$ cat config.mk
export PLATFORM = sky130hd
export DESIGN_NAME = wb_arbiter_flat
export DESIGN_NICKNAME = d
export VERILOG_FILES = /design/src/rtl/wb_arbiter_if.sv /design/src/rtl/wb_arbiter.sv /design/src/flat_wrapper.sv
export SDC_FILE = /design/constraint.sdc
export NUM_CORES = 1
export LEC_CHECK = 0
export CAP_MARGIN = 5
export CELL_PAD_IN_SITES_DETAIL_PLACEMENT = 0
export CELL_PAD_IN_SITES_GLOBAL_PLACEMENT = 1
export CORE_MARGIN = 4
export CORE_UTILIZATION = 30
export DETAILED_ROUTE_END_ITERATION = 6
export PLACE_DENSITY = 0.87
export SKIP_CTS_REPAIR_TIMING = 1
export SLEW_MARGIN = 10
export SYNTH_ARGS = -nofsm -noshare
export SYNTH_HDL_FRONTEND = slang
export SYNTH_SLANG_ARGS = --single-unit
$ cat constraint.sdc
create_clock -name clk -period 3 [get_ports clk]
set_clock_uncertainty 0.05 [all_clocks]
set_input_delay 0.3 -clock clk [delete_from_list [all_inputs] [get_ports clk]]
set_output_delay 0.3 -clock clk [all_outputs]
set_load 0.02 [all_outputs]
$ cat src/rtl/wb_arbiter_if.sv
`default_nettype none
// wb_arbiter_if -- requester and bridge signal bundle for wb_arbiter. Rev 1.0
interface wb_arbiter_if #(
  parameter int NREQ    = 4,
  parameter int data_wl = 16,
  parameter int adr_wl  = 16
);
  logic [NREQ-1:0]         req_i;
  logic [NREQ-1:0]         req_we_i;
  logic [NREQ*adr_wl-1:0]  req_addr_i;
  logic [NREQ*data_wl-1:0] req_data_i;
  logic [NREQ-1:0]         gnt_o;
  logic [NREQ-1:0]         done_o;
  logic                    err_o;
  logic [data_wl-1:0]      rdata_o;
  logic                    m_start_o;
  logic                    m_we_o;
  logic [adr_wl-1:0]       m_addr_o;
  logic [data_wl-1:0]      m_data_o;
  logic                    m_busy_i;
  logic                    m_valid_i;
  logic [data_wl-1:0]      m_data_i;

  // Arbiter side: serves the requesters and masters the bridge.
  modport master (
    input  req_i, req_we_i, req_addr_i, req_data_i, m_busy_i, m_valid_i, m_data_i,
    output gnt_o, done_o, err_o, rdata_o, m_start_o, m_we_o, m_addr_o, m_data_o
  );

  modport slave (
    output req_i, req_we_i, req_addr_i, req_data_i, m_busy_i, m_valid_i, m_data_i,
    input  gnt_o, done_o, err_o, rdata_o, m_start_o, m_we_o, m_addr_o, m_data_o
  );
endinterface
`default_nettype wire

$ cat src/rtl/wb_arbiter.sv
`default_nettype none
// wb_arbiter -- round-robin sharing of one wishbone bridge with a per-transaction watchdog. Rev 1.0
module wb_arbiter #(
  parameter int NREQ    = 4,
  parameter int data_wl = 16,
  parameter int adr_wl  = 16,
  parameter int TIMEOUT = 255
) (
  input wire           clk,
  input wire           a_reset_l,
  wb_arbiter_if.master bus
);
  localparam int LW = (NREQ > 1) ? $clog2(NREQ) : 1;

  typedef enum logic [2:0] {
    S_IDLE  = 3'd0,
    S_ISSUE = 3'd1,
    S_WAIT  = 3'd2,
    S_DONE  = 3'd3,
    S_DRAIN = 3'd4
  } state_t;

  state_t              r_state, w_state_nxt;
  logic [LW-1:0]       r_last, w_last_nxt;
  logic [15:0]         r_cnt, w_cnt_nxt;
  logic                r_drain, w_drain_nxt;
  logic [NREQ-1:0]     r_gnt, w_gnt_nxt;
  logic [NREQ-1:0]     r_done, w_done_nxt;
  logic                r_err, w_err_nxt;
  logic [data_wl-1:0]  r_rdata, w_rdata_nxt;
  logic                r_start, w_start_nxt;
  logic                r_we, w_we_nxt;
  logic [adr_wl-1:0]   r_addr, w_addr_nxt;
  logic [data_wl-1:0]  r_data, w_data_nxt;

  logic                w_any;
  logic [LW-1:0]       w_win;
  logic [LW-1:0]       w_cand;

  // Scan downward in offset so the nearest set bit above r_last is the last to overwrite.
  always_comb begin
    w_any  = 1'b0;
    w_win  = r_last;
    w_cand = r_last;
    for (int i = NREQ; i >= 1; i--) begin
      w_cand = LW'((int'(r_last) + i) % NREQ);
      if (bus.req_i[w_cand]) begin
        w_any = 1'b1;
        w_win = w_cand;
      end
    end
  end

  always_comb begin
    w_state_nxt = r_state;
    w_last_nxt  = r_last;
    w_cnt_nxt   = r_cnt;
    w_drain_nxt = r_drain;
    w_gnt_nxt   = '0;
    w_done_nxt  = '0;
    w_start_nxt = 1'b0;
    w_err_nxt   = r_err;
    w_rdata_nxt = r_rdata;
    w_we_nxt    = r_we;
    w_addr_nxt  = r_addr;
    w_data_nxt  = r_data;
    case (r_state)
      S_IDLE: begin
        if (w_any) begin
          w_state_nxt = S_ISSUE;
          w_last_nxt  = w_win;
          w_we_nxt    = bus.req_we_i[w_win];
          w_addr_nxt  = bus.req_addr_i[int'(w_win)*adr_wl +: adr_wl];
          w_data_nxt  = bus.req_data_i[int'(w_win)*data_wl +: data_wl];
          w_gnt_nxt   = NREQ'(1) << w_win;
          w_start_nxt = 1'b1;
        end
      end
      S_ISSUE: begin
        w_state_nxt = S_WAIT;
        w_cnt_nxt   = '0;
        w_drain_nxt = 1'b0;
      end
      S_WAIT: begin
        if (bus.m_valid_i) begin
          w_state_nxt = S_DONE;
          w_rdata_nxt = bus.m_data_i;
          w_err_nxt   = 1'b0;
          w_done_nxt  = NREQ'(1) << r_last;
        end else if (r_cnt == 16'(TIMEOUT)) begin
          // The bridge cycle is abandoned; its eventual result must be waited out.
          w_state_nxt = S_DONE;
          w_rdata_nxt = '0;
          w_err_nxt   = 1'b1;
          w_drain_nxt = 1'b1;
          w_done_nxt  = NREQ'(1) << r_last;
        end else begin
          w_cnt_nxt = r_cnt + 16'd1;
        end
      end
      S_DONE: begin
        w_state_nxt = r_drain ? S_DRAIN : S_IDLE;
      end
      S_DRAIN: begin
        if (!bus.m_busy_i) w_state_nxt = S_IDLE;
      end
      default: w_state_nxt = S_IDLE;
    endcase
  end

  always_ff @(posedge clk or negedge a_reset_l) begin
    if (!a_reset_l) begin
      r_state <= S_IDLE;
      r_last  <= LW'(NREQ - 1);
      r_cnt   <= '0;
      r_drain <= 1'b0;
      r_gnt   <= '0;
      r_done  <= '0;
      r_err   <= 1'b0;
      r_rdata <= '0;
      r_start <= 1'b0;
      r_we    <= 1'b0;
      r_addr  <= '0;
      r_data  <= '0;
    end else begin
      r_state <= w_state_nxt;
      r_last  <= w_last_nxt;
      r_cnt   <= w_cnt_nxt;
      r_drain <= w_drain_nxt;
      r_gnt   <= w_gnt_nxt;
      r_done  <= w_done_nxt;
      r_err   <= w_err_nxt;
      r_rdata <= w_rdata_nxt;
      r_start <= w_start_nxt;
      r_we    <= w_we_nxt;
      r_addr  <= w_addr_nxt;
      r_data  <= w_data_nxt;
    end
  end

  assign bus.gnt_o     = r_gnt;
  assign bus.done_o    = r_done;
  assign bus.err_o     = r_err;
  assign bus.rdata_o   = r_rdata;
  assign bus.m_start_o = r_start;
  assign bus.m_we_o    = r_we;
  assign bus.m_addr_o  = r_addr;
  assign bus.m_data_o  = r_data;
endmodule
`default_nettype wire

$ cat src/flat_wrapper.sv
// flat-port wrapper written by rule: the top's interface ports become plain ports
module wb_arbiter_flat 
#(
  parameter int NREQ    = 4,
  parameter int data_wl = 16,
  parameter int adr_wl  = 16,
  parameter int TIMEOUT = 255
)
  (clk, a_reset_l, bus_req_i, bus_req_we_i, bus_req_addr_i, bus_req_data_i, bus_m_busy_i, bus_m_valid_i, bus_m_data_i, bus_gnt_o, bus_done_o, bus_err_o, bus_rdata_o, bus_m_start_o, bus_m_we_o, bus_m_addr_o, bus_m_data_o);
  wb_arbiter_if #(.NREQ(NREQ), .data_wl(data_wl), .adr_wl(adr_wl)) bus_i ();
  input wire clk;
  input wire a_reset_l;
  input wire logic [$bits(bus_i.req_i)-1:0] bus_req_i;
  input wire logic [$bits(bus_i.req_we_i)-1:0] bus_req_we_i;
  input wire logic [$bits(bus_i.req_addr_i)-1:0] bus_req_addr_i;
  input wire logic [$bits(bus_i.req_data_i)-1:0] bus_req_data_i;
  input wire logic [$bits(bus_i.m_busy_i)-1:0] bus_m_busy_i;
  input wire logic [$bits(bus_i.m_valid_i)-1:0] bus_m_valid_i;
  input wire logic [$bits(bus_i.m_data_i)-1:0] bus_m_data_i;
  output wire logic [$bits(bus_i.gnt_o)-1:0] bus_gnt_o;
  output wire logic [$bits(bus_i.done_o)-1:0] bus_done_o;
  output wire logic [$bits(bus_i.err_o)-1:0] bus_err_o;
  output wire logic [$bits(bus_i.rdata_o)-1:0] bus_rdata_o;
  output wire logic [$bits(bus_i.m_start_o)-1:0] bus_m_start_o;
  output wire logic [$bits(bus_i.m_we_o)-1:0] bus_m_we_o;
  output wire logic [$bits(bus_i.m_addr_o)-1:0] bus_m_addr_o;
  output wire logic [$bits(bus_i.m_data_o)-1:0] bus_m_data_o;
  assign bus_i.req_i = bus_req_i;
  assign bus_i.req_we_i = bus_req_we_i;
  assign bus_i.req_addr_i = bus_req_addr_i;
  assign bus_i.req_data_i = bus_req_data_i;
  assign bus_i.m_busy_i = bus_m_busy_i;
  assign bus_i.m_valid_i = bus_m_valid_i;
  assign bus_i.m_data_i = bus_m_data_i;
  assign bus_gnt_o = bus_i.gnt_o;
  assign bus_done_o = bus_i.done_o;
  assign bus_err_o = bus_i.err_o;
  assign bus_rdata_o = bus_i.rdata_o;
  assign bus_m_start_o = bus_i.m_start_o;
  assign bus_m_we_o = bus_i.m_we_o;
  assign bus_m_addr_o = bus_i.m_addr_o;
  assign bus_m_data_o = bus_i.m_data_o;
  wb_arbiter #(.NREQ(NREQ), .data_wl(data_wl), .adr_wl(adr_wl), .TIMEOUT(TIMEOUT)) u_core (.clk(clk), .a_reset_l(a_reset_l), .bus(bus_i));
endmodule
==> results.md <==
* Status: finished clean
* Highest clock rate at 0.361 GHz
* Die Wd at between 100 and 150 um
* YS warnings at 0
* Clk sinks at 81
* Slew @ Worst Pin at 1.05 ns
* Final WL at 13800 um
* Setup TNS at 0 ns
* Synthesized net count at between 500 and 600
* Simple-gate share of the synthesized area at about an eighth
* WL/cell at 17.4 um
* Layout cell share with drive strength beyond 1 at 7.63%
* Buffers added on ports at ~210
* First-pass GRT wire length at about 22000 um
* Leading area contributor after synthesis: dfrtp_1
* Synth-to-Final Area Change at 63.4%
* Final Cycle Share at between 90% and 100%
* Final count of negative-setup-slack endpoints at 0
* Power density over the cells at about 960 nW/um2
* Max-slew headroom at 30.2%
* Unrepaired setup endpoints after global routing: false
* CP peak stage delay at between 0.6 and 0.7 ns
* Clock transition at the registers of the reported paths at about 0.060 ns
* Nets at 772
* Min Tclk post-route at 2.77 ns
* Critical Path, Cell by Cell: inv_1, ha_1, o21ai_0, a21oi_1, a221o_4, buf_4, mux2i_1, o221ai_1
* Register area share after synthesis at 47.0%
* Top cells by area, synth: dfrtp_1, mux2i_1, o221ai_1
* Most common cell in the synthesized netlist: dfrtp_1
* Post-DP HPWL at between 10000 and 15000 um
* FFs w/ async S/R, synth at 100%
* Clk Latency, worst-skew pair at 0.34 ns
* Distinct cells, synth at roughly 50
* Pre-CTS setup slack at approximately 0.21 ns
* Initial cell density of the core at a little under a third
* Max-cap violation count at 0
* Adder-cell share of the synthesized area at 1.45%
* Pre-Repair DR Iteration Count at 6
* Syn_area_per_cell at between 10 and 15 um2
* Main combinational cell family by area after synthesis: multiplexers
* DRC viols at 0
* Hold crit path type: input port to async pin
* Synth Instances at 401
* Rows at 43
* CTS H-Tree Depth at 3
* VDD IR max at around 0.00038 V
* Post-route ant nets at 0
* CP Launch Type: flip-flop
* Critical path's top delay family: compound AO/OA/AOI/OAI gates
* Mux contribution to synthesized area at a little under a fifth
* Top cell type's share of synthesized area at a little under half
* Top cells by count, synth: dfrtp_1, mux2i_1, nand2_1
* Worst path arrival time at approximately 2.9 ns
* Critical path required time at roughly 3.2 ns
* Post-route setup slack at 0.230 ns
* Slew Viols, Final at 0
* GRT Util Overall at between 15 and 20%
* Count of flip-flops with a built-in enable after synthesis at 0
* Initial antenna violation count at 0
* Synth Area in Compound Gates at between 10% and 20%
* Die height at between 100 and 150 um
* Antenna cells at 0
* IO Pins at 215
* 1st-iter DRT viols at roughly 190
* Syn Std Cell Area at between 4000 and 5000 um2
* Worst-path maximum fanout at 31
* Crit-path slowest cell: dfstp_2
* Crit path kind: flip-flop to flip-flop
* TritonCTS Buffers at 9
* CTS tree: built
* Buf/Inv on CP at 2
* Clk root buf: clkbuf_16
* Synth Area in XOR/XNOR at approximately 2.2%
* Grt ovf at 0
* Largest net degree at the start of global routing at 82
* Via count at 4000
* Hold Violations, Final at 0
* Placer Congestion at approximately 0.85
* P_leak at around 0.0031 uW
* Die area at about 16000 um2
* Prevailing post-synth register cell: dfrtp_1
* Core Area at 14000 um2
* Vias in the first global route at about 4400
* #FFs+latches synth at 81
* Maximum root-to-sink buffer count at 2
* DR vias/cell at about 5
* Setup crit end kind: flip-flop
[stage by stage]
step           power, uW  cells  hold slack, ns  instance area (um2)  util, %
4_1_cts             6890    796           0.128                 7060     50.4
2_1_floorplan       4010    401         -0.0456                 4320        -
3_5_place_dp        5550    780           0.422                 6700     47.9
5_1_grt             7210    796           0.172                 7060     50.5
6_report            6790    796          0.0696                 7060     50.5
3_3_place_gp        5460    780           0.420                 6700     47.9
[power by group]
part           total (uW)  switching [uW]  leakage [uW]  internal [uW]
Clock                1290             452      0.000169            838
Combinational        3720            1910       0.00187           1810
Sequential           1770             262       0.00104           1510
Total                6790            2620       0.00307           4160
[per-layer routing]
metal  routed length (um)  GRT usage, %  vias to the layer above
met5                    0             0                        -
met4                  395          6.37                        0
met3                  860          5.04                       25
met2                 7150          29.7                      127
met1                 5440          18.7                     1949
li1                     -             -                     1899
[registers in the layout, indices dropped and copies added (netlist names)]
signal,count
u_core.r_drain,1
u_core.bus.m_start_o,1
u_core.bus.gnt_o,4
u_core.bus.m_addr_o,16
u_core.r_cnt,16
u_core.r_last,2
u_core.bus.rdata_o,16
u_core.r_state,3
u_core.bus.done_o,4
u_core.bus.m_data_o,16
u_core.bus.m_we_o,1
u_core.bus.err_o,1
[kinds of logic (layout without fill, tap and decap cells)]
logic type | Yosys count | in the layout
muxes | 77 | 77
buffers and inverters | 40 | 255
xor gates and xnor gates | 11 | 11
adders and majority gates | 5 | 5
and+or+nand+nor | 110 | 110
AOI/OAI and AO/OA | 77 | 77
DFF | 81 | 81
[final timing paths]
path / start / endpoint / slack [ns] / cells past startpoint
setup / recovery: u_core.r_last[0]$_DFFE_PN1P_ / u_core.bus.m_addr_o[5]$_DFFE_PN0P_ / 0.23 / 8
hold / removal: a_reset_l / u_core.bus.m_data_o[6]$_DFFE_PN0P_ / 0.07 / 1
setup reg to reg: u_core.r_last[0]$_DFFE_PN1P_ / u_core.bus.m_addr_o[5]$_DFFE_PN0P_ / 0.23 / 8
hold reg to reg: u_core.bus.m_data_o[5]$_DFFE_PN0P_ / u_core.bus.m_data_o[5]$_DFFE_PN0P_ / 0.43 / 2
max in group asynchronous: a_reset_l / u_core.bus.rdata_o[2]$_DFFE_PN0P_ / 2.13 / 1
min in group clk: u_core.bus.m_data_o[5]$_DFFE_PN0P_ / u_core.bus.m_data_o[5]$_DFFE_PN0P_ / 0.43 / 2
[layout by cell type, fill, tap and decap left out, types with 3 or more instances in the layout]
cell type	count
a21oi_1	6
a22o_1	18
and3_1	7
buf_4	12
bufinv_16	3
clkbuf_16	9
clkdlybuf4s50_1	213
dfrtp_1	79
ha_1	5
inv_1	11
mux2i_1	73
nand2_1	48
nand3_1	4
nor2_1	28
nor3_1	4
nor4_1	3
o211ai_1	3
o221ai_1	33
xnor2_1	5
xor2_1	6
[worst reg2reg max path, stage by stage, from the launching register on]
cell and delay (ns):
dfstp_2 0.64, inv_1 0.12, ha_1 0.37, o21ai_0 0.11
a21oi_1 0.15, a221o_4 0.50, buf_4 0.32, mux2i_1 0.24
o221ai_1 0.13
[layout make-up]
type / count / area, um2
sequential: 81 / 2030
multi-input combinational: 280 / 2140
timing repair buffer: 227 / 2260
fill: 1303 / 6930
tap: 180 / 225
inverter: 12 / 45.0
clock buffer: 10 / 239
clock inverter: 6 / 115
No activity file was read; power rests on OpenSTA's default activity.
